==> src/rtl/mem_dram_ctrl.sv <==
// MEM-stage data-memory controller: runs loads/stores over a req/ack bus to a
// variable-latency RAM, stalls the pipeline while busy and feeds the WB register.
module mem_dram_ctrl #(
    parameter int TIMEOUT = 16
) (
    input  logic        clk,
    input  logic        rst,
    input  logic        mem_have_inst,
    input  logic        mem_rf_we,
    input  logic [1:0]  mem_wd_sel,
    input  logic        mem_dram_we,
    input  logic [31:0] mem_alu,
    input  logic [31:0] mem_rD2,
    input  logic [4:0]  mem_wR,
    input  logic [31:0] mem_pc,
    input  logic [31:0] mem_pc4,
    output logic        mem_stall,
    output logic        dram_req,
    output logic        dram_we,
    output logic [31:0] dram_addr,
    output logic [31:0] dram_wdata,
    input  logic        dram_ack,
    input  logic [31:0] dram_rdata,
    output logic        wb_have_inst,
    output logic        wb_rf_we,
    output logic [4:0]  wb_wR,
    output logic [31:0] wb_wD,
    output logic [31:0] wb_pc,
    output logic        err_valid,
    output logic [1:0]  err_code,
    output logic [31:0] err_pc
);

    // state  | meaning
    // S_IDLE | no access outstanding; decode the presented instruction
    // S_WAIT | bus request outstanding, waiting for dram_ack or timeout
    // S_RESP | access finished; retire the held instruction into WB
    typedef enum logic [1:0] {S_IDLE, S_WAIT, S_RESP} state_t;

    localparam logic [7:0] TC = 8'(TIMEOUT - 1);
    localparam logic [1:0] ERR_MIS = 2'b01;
    localparam logic [1:0] ERR_TO  = 2'b10;

    state_t      state, state_nxt;
    logic        ld, st, acc, mis;
    logic        launch, ack_hit, to_hit;
    logic [7:0]  cnt;
    logic        to_flag;
    logic [31:0] rdata_q;
    logic [31:0] wd_sel_data;

    assign ld  = mem_have_inst & mem_rf_we & (mem_wd_sel == 2'b01);
    assign st  = mem_have_inst & mem_dram_we;
    assign acc = ld | st;
    assign mis = acc & (mem_alu[1:0] != 2'b00);

    always_ff @(posedge clk or posedge rst) begin
        if (rst) state <= S_IDLE;
        else     state <= state_nxt;
    end

    always_comb begin
        state_nxt = state;
        case (state)
            S_IDLE:  if (acc && !mis) state_nxt = S_WAIT;
            S_WAIT:  if (dram_ack || cnt == TC) state_nxt = S_RESP;
            S_RESP:  state_nxt = S_IDLE;
            default: state_nxt = S_IDLE;
        endcase
    end

    always_comb begin
        launch    = (state == S_IDLE) && acc && !mis;
        ack_hit   = (state == S_WAIT) && dram_ack;
        to_hit    = (state == S_WAIT) && !dram_ack && (cnt == TC);
        mem_stall = launch || (state == S_WAIT);
    end

    always_comb begin
        case (mem_wd_sel)
            2'b01:   wd_sel_data = rdata_q;
            2'b10:   wd_sel_data = mem_pc4;
            default: wd_sel_data = mem_alu;
        endcase
    end

    // Bus side: outputs stay frozen through WAIT; only dram_req drops on completion.
    always_ff @(posedge clk or posedge rst) begin
        if (rst) begin
            dram_req   <= 1'b0;
            dram_we    <= 1'b0;
            dram_addr  <= 32'h0;
            dram_wdata <= 32'h0;
            cnt        <= 8'h0;
            to_flag    <= 1'b0;
            rdata_q    <= 32'h0;
        end else if (launch) begin
            dram_req   <= 1'b1;
            dram_we    <= st;
            dram_addr  <= mem_alu;
            dram_wdata <= mem_rD2;
            cnt        <= 8'h0;
            to_flag    <= 1'b0;
        end else if (ack_hit) begin
            rdata_q    <= dram_rdata;
            dram_req   <= 1'b0;
        end else if (state == S_WAIT) begin
            cnt <= cnt + 8'd1;
            if (to_hit) begin
                dram_req <= 1'b0;
                to_flag  <= 1'b1;
            end
        end
    end

    always_ff @(posedge clk or posedge rst) begin
        if (rst) begin
            wb_have_inst <= 1'b0;
            wb_rf_we     <= 1'b0;
            wb_wR        <= 5'h0;
            wb_wD        <= 32'h0;
            wb_pc        <= 32'h0;
            err_valid    <= 1'b0;
            err_code     <= 2'b00;
            err_pc       <= 32'h0;
        end else if (mem_stall) begin
            wb_have_inst <= 1'b0;
            wb_rf_we     <= 1'b0;
            wb_wR        <= 5'h0;
            wb_wD        <= 32'h0;
            wb_pc        <= 32'h0;
            err_valid    <= 1'b0;
            err_code     <= 2'b00;
            err_pc       <= 32'h0;
        end else begin
            wb_have_inst <= mem_have_inst;
            wb_rf_we     <= mem_have_inst & mem_rf_we
                            & !((state == S_IDLE) && mis)
                            & !((state == S_RESP) && to_flag);
            wb_wR        <= mem_wR;
            wb_wD        <= wd_sel_data;
            wb_pc        <= mem_pc;
            if ((state == S_IDLE) && mis) begin
                err_valid <= 1'b1;
                err_code  <= ERR_MIS;
                err_pc    <= mem_pc;
            end else if ((state == S_RESP) && to_flag) begin
                err_valid <= 1'b1;
                err_code  <= ERR_TO;
                err_pc    <= mem_pc;
            end else begin
                err_valid <= 1'b0;
                err_code  <= 2'b00;
                err_pc    <= 32'h0;
            end
        end
    end

endmodule
==> config.mk <==
export PLATFORM = sky130hd
export DESIGN_NAME = mem_dram_ctrl
export DESIGN_NICKNAME = d
export VERILOG_FILES = /design/src/rtl/mem_dram_ctrl.sv
export SDC_FILE = /design/constraint.sdc
export NUM_CORES = 1
export LEC_CHECK = 0
export BUFFER_PORTS_ARGS = -buffer_cell sky130_fd_sc_hd__buf_2
export CORE_ASPECT_RATIO = 0.8
export CORE_MARGIN = 2
export CORE_UTILIZATION = 51
export DETAILED_ROUTE_END_ITERATION = 8
export GPL_TIMING_DRIVEN = 0
export PLACE_DENSITY = 0.85
export SETUP_SLACK_MARGIN = 0.2
export SLEW_MARGIN = 20
export SYNTH_ARGS = -nofsm -noshare
export SYNTH_HDL_FRONTEND = slang
export SYNTH_SLANG_ARGS = --single-unit
==> constraint.sdc <==
create_clock -name clk -period 14.77 [get_ports clk]
set_input_delay 2.954 -clock clk [delete_from_list [all_inputs] [get_ports clk]]
set_output_delay 2.954 -clock clk [all_outputs]
set_load 0.02 [all_outputs]
==> results.txt, run 1 <==
Outcome: complete, no violations
Syn Area/Cell: 14.0 um2
CP Buf/Inv Count: 6
Cell mode on critical path: buf_2
Post-cts sizing count: 0
Die W: 145 um
Yosys reg bits: 215
Area growth, synth to finish: 33.6%
DRC errors left: 0
Worst Max-Slew Pin Slew: 634 ps
Setup CP Type: in -> out
CP Cell Sequence: buf_2, inv_1, ha_1, clkbuf_1, a21oi_2, o31a_1, inv_1, buf_2, buf_2
Slowest CP cell: o31a_1
Largest net degree at the start of global routing: 110
Startpoint Class: input port
Vias in the first global route: 6125
CP max stage delay: 380 ps
Max Clk Rate: 128 MHz
Final hold vios: 0
Synth area leader: dfrtp_1
Yosys cell types: 37
Clk_lat worst skew: 500 ps
Post-CTS setup buffer count: 0
Period minus WS final: 7830 ps
Placed insts: 1141
Sequential share of the synthesized area: 66.2%
Peak supply drop: 0.114 mV
Layer with the highest usage: met2
CP delay by family, top: buffers and inverters
GR Util All Layers: 23.7%
Placed Area: 0.0102 mm2
I/O pin count: 346
# clock sinks: 215
IO buf count: 345
Final Power: 1630 uW
Final ANT Viol Nets: 0
Total core area: 0.0157 mm2
Syn Std Cell Area: 0.00812 mm2
Overall routed net length: 20.9 mm
Crit end category: output pin
Maxcap violations: 0
Final setup vio count: 0
Root buf cell: clkbuf_16
Fraction of layout cells with a size suffix above 1: 48.6%
FP Rows: 41
Static Leakage: 0.00550 uW
Clock-pin slew on the worst setup and hold paths: 50 ps
Synth top area cells: dfrtp_1 (66%), mux2_2 (9.4%), and2_1 (5.4%), mux2_1 (3.6%), a221oi_1 (3.5%)
Top-count cell post-synth: dfrtp_1
RSZ-0062 raised after global routing: no
First-pass GRT wire length: 31.6 mm
Initial core utilization: 51.7%
Post-synth EDFFs: 0
Global-route met3 utilization: 7.05%
CP Data Arrival Time: 4870 ps
Layout Nets: 1126
Yosys warns: 0
Post-Synthesis Cells: 579
Finished Cell Area: 0.0109 mm2
Skew final: 13.6 ps
Area of the die: 0.0170 mm2
DRT iter0 DRCs: 278
Clock Tree Buf Depth: 3
Max-slew headroom: 57.8%
Post-DP HPWL: 15.3 mm
Pwr dens: 150 mW/mm2
Fin cells: 1180
Max FO, Critical Path: 10
Via count: 6000
CTS tree: yes
Final setup TNS: 0 ps
GR Layer Usage met1: 28.3%
Via-to-Cell Ratio: 5.08
Post-synth top area share: 66.2%
Hold-fix buffers at CTS: 0
Met2 usage: 41.5%
TritonCTS Buffers: 22
Initial antenna violation count: 4
Drt wl/cell: 17.7 um
Dominant synthesized flop cell: dfrtp_1
GRT overflow: 0
Overall die height: 117 um
Hold WC Path Type: reg -> reg
H-tree levels: 1
Fraction of registers with async set/reset: 100%
Final-layout fill cell count: 1168
Period utilisation layout: 53.0%
Max Slew Vio Count: 0
Global placement routability congestion: 0.821
Syn nets: 755
Req. time, crit path: 11820 ps
Drt pass-1 iters: 4
Synth top cells by count: dfrtp_1 (215), and2_1 (70), mux2_2 (68)
[worst register-to-register path, cell delays in order, from the launching register on]
cell and delay [ps]:
dfrtp_1 440, or3b_4 470, nor3_4 280, buf_4 280
buf_6 200, mux2_1 340
[per-layer routing]
| metal | part of all wire [%] | routed length [um] |
|---|---|---|
| met3 | 8.2 | 1720 |
| met1 | 37 | 7820 |
| met4 | 3.2 | 676 |
| met2 | 51 | 10700 |
| met5 | 0.062 | 13 |
[cell usage in the layout, fill, tap and decap left out, types with 2 or more instances in the layout]
master,instances
nor3_1,34
nand3_1,3
buf_16,2
mux2_2,68
o21ai_0,3
clkbuf_1,25
diode_2,2
ha_1,3
clkinv_2,5
or4_1,4
mux2_1,26
nor2b_1,35
buf_6,3
and2_1,70
nand2_1,6
buf_1,3
clkbuf_8,3
buf_2,355
nor2_1,6
a21oi_1,6
inv_1,7
o31ai_1,3
dfrtp_1,215
clkbuf_16,23
or3_1,4
mux2i_1,2
a221oi_1,32
[path summary, 6_finish.rpt]
kind / cells after the start / slack, ps / from / end
setup reg to reg: 5 / 12660 / state[0] / dram_wdata[30]
max in group asynchronous: 4 / 11230 / rst / dram_addr[2]
min in group asynchronous: 2 / 2400 / rst / err_pc[12]
hold reg to reg: 1 / 480 / dram_addr[9] / dram_addr[9]
hold / removal: 1 / 480 / dram_addr[9] / dram_addr[9]
setup / recovery: 9 / 6940 / mem_wd_sel[1] / mem_stall
[power by group]
part	switching, uW	total (uW)	internal (uW)
clock	218	517	299
combinational	209	361	152
sequential	48.6	747	699
[kinds of logic (layout without fill, tap and decap cells)]
| kind of cell | Yosys count | in the layout | share of synthesized area (%) |
|---|---|---|---|
| and+or+nand+nor | 169 | 169 | 12.4 |
| xor gates and xnor gates | 1 | 1 | 0.108 |
| adders and majority gates | 3 | 3 | 0.462 |
| muxes | 96 | 96 | 13.3 |
| buffers and inverters | 45 | 429 | 2.56 |
| AOI/OAI and AO/OA | 50 | 50 | 4.99 |
| other | 0 | 2 | 0 |
| DFF | 215 | 215 | 66.2 |
[final cells by class]
cell class	count	area, um2	area share (%)
Tap cell	215	269	2.48
Multi-Input combinational cell	319	2530	23.3
Antenna cell	2	5.00	0.0461
Clock buffer	31	636	5.86
Sequential cell	215	5380	49.6
Buffer	37	178	1.64
Clock inverter	6	33.8	0.311
Inverter	8	37.5	0.346
Timing Repair Buffer	347	1780	16.4
[registers in the layout, indices dropped and copies added, names as in the netlist]
register      flops
dram_addr        32
wb_have_inst      1
dram_wdata       32
err_valid         1
err_code          2
wb_rf_we          1
wb_pc            32
rdata_q          32
err_pc           32
dram_we           1
wb_wD            32
wb_wR             5
cnt               8
dram_req          1
state             2
to_flag           1
[metrics by stage]
step,setup slack (ps),util [%],hold WS [ps]
after floorplan,5940,-,480
after global placement,3810,64.5,462
after detailed placement,6960,64.8,470
after CTS,6950,69.1,482
after global routing,6810,69.1,496
final,6940,69.1,478
Power figures use the tool's default switching activity.
==> inputs of run 2 (changes only) <==
- CORE_UTILIZATION: 51 -> 43
- PLACE_DENSITY: 0.85 -> 0.76
- clock period: 14.77 -> 7.2 ns (I/O delays scaled with it)
==> results.txt, run 2 (same netlist as run 1, synthesis figures left out) <==
Root buf cell: clkbuf_16
Global placement routability congestion: 0.828
Most common cell after layout, fill and taps aside: buf_2
Layout Nets: 1131
Final Power: 3500 uW
Final setup vio count: 0
Static Leakage: 0.00559 uW
Post-DP HPWL: 16.2 mm
Final ANT Viol Nets: 0
Skew final: 6.84 ps
Via-to-Cell Ratio: 4.92
RSZ-0062 raised after global routing: no
CTS tree: yes
Req. time, crit path: 5760 ps
Clk_lat worst skew: 490 ps
Clock Tree Buf Depth: 3
Crit end category: output pin
Post-CTS setup buffer count: 0
Fraction of layout cells with a size suffix above 1: 49.4%
Final-layout fill cell count: 1514
Post-cts sizing count: 0
Pwr dens: 315 mW/mm2
Via count: 6027
Max-slew headroom: 55.6%
Final setup TNS: 0 ps
FP Rows: 44
Startpoint Class: input port
DRC errors left: 0
Finished Cell Area: 0.0111 mm2
Clock-pin slew on the worst setup and hold paths: 60 ps
Period utilisation layout: 67.9%
First-pass GRT wire length: 32.9 mm
CP Data Arrival Time: 3450 ps
DRT iter0 DRCs: 316
Initial core utilization: 44.3%
Drt pass-1 iters: 5
Period minus WS final: 4890 ps
TritonCTS Buffers: 22
I/O pin count: 346
Die W: 158 um
Final hold vios: 0
Worst Max-Slew Pin Slew: 667 ps
Multi-input logic area: 0.00253 mm2
Maxcap violations: 0
Max Clk Rate: 205 MHz
Area of the die: 0.0200 mm2
Overall die height: 127 um
Vias in the first global route: 6155
Outcome: complete, no violations
GRT overflow: 0
N_diodes: 0
IO buf count: 345
FF/Latch Area: 0.00538 mm2
GR Util All Layers: 21.1%
Area growth, synth to finish: 36.6%
Hold WC Path Type: reg -> reg
# clock sinks: 215
Setup CP Type: in -> out
Most frequent cells in the layout: buf_2 (355), dfrtp_1 (215), and2_1 (70), mux2_2 (68), nor2b_1 (35)
H-tree levels: 1
Initial antenna violation count: 0
Max FO, Critical Path: 10
Drt wl/cell: 17.6 um
Placed Area: 0.0103 mm2
Peak supply drop: 0.218 mV
Total core area: 0.0183 mm2
Largest net degree at the start of global routing: 35
Hold-fix buffers at CTS: 0
Overall routed net length: 21.5 mm
Max Slew Vio Count: 0
-- run 2: changes by cell type in the layout (fill, tap and decap cells not counted) --
cell / delta
clkbuf_8: +2
diode_2: -2
bufinv_16: +3
clkbuf_1: -4
inv_6: -1
clkinv_2: +1
buf_12: +7
clkinvlp_4: +3
buf_16: -2
inv_8: -1
-- run 2: layout make-up --
type	instances	share of cell area, %
Buffer	37	1.60
Sequential cell	215	48.5
Timing Repair Buffer	352	16.8
Clock buffer	29	5.84
Multi-Input combinational cell	319	22.8
Inverter	8	0.305
Tap cell	253	2.85
Clock inverter	11	1.22
-- run 2: final timing paths --
path / to / cells after the start / slack, ps / from
max in group asynchronous: dram_req / 5 / 5430 / rst
min: dram_addr[10] / 1 / 480 / dram_addr[10]
max reg2reg: dram_addr[12] / 5 / 5110 / state[0]
min in group asynchronous: dram_wdata[1] / 2 / 870 / rst
min reg2reg: dram_addr[10] / 1 / 480 / dram_addr[10]
max: mem_stall / 9 / 2310 / mem_wd_sel[1]
-- run 2: per-layer routing --
metal	global-route usage, %	routed length, um
met4	6.47	656
met1	26.2	8540
met3	6.08	1940
met5	0	0
met2	35.6	10400
-- run 2: power breakdown --
part / switching (uW) / internal (uW) / total (uW)
sequential: 103 / 1430 / 1540
combinational: 437 / 316 / 753
clock: 466 / 741 / 1210
-- run 2: per-stage QoR --
stage / cells / hold WS [ps] / utilization (%) / setup slack [ps]
detailed placement: 1184 / 471 / 56.2 / 2280
global route: 1224 / 502 / 60.5 / 2180
CTS: 1224 / 484 / 60.5 / 2280
finish: 1224 / 481 / 60.5 / 2310
global placement: 1177 / 463 / 55.5 / 1710
floorplan: 579 / 480 / - / 2960
-- run 2: critical path, stage by stage --
cell and delay [ps]:
buf_2 110, inv_1 50, ha_1 130, clkbuf_1 410, a21oi_2 200, o31a_1 400, inv_1 230, buf_2 280
buf_2 200
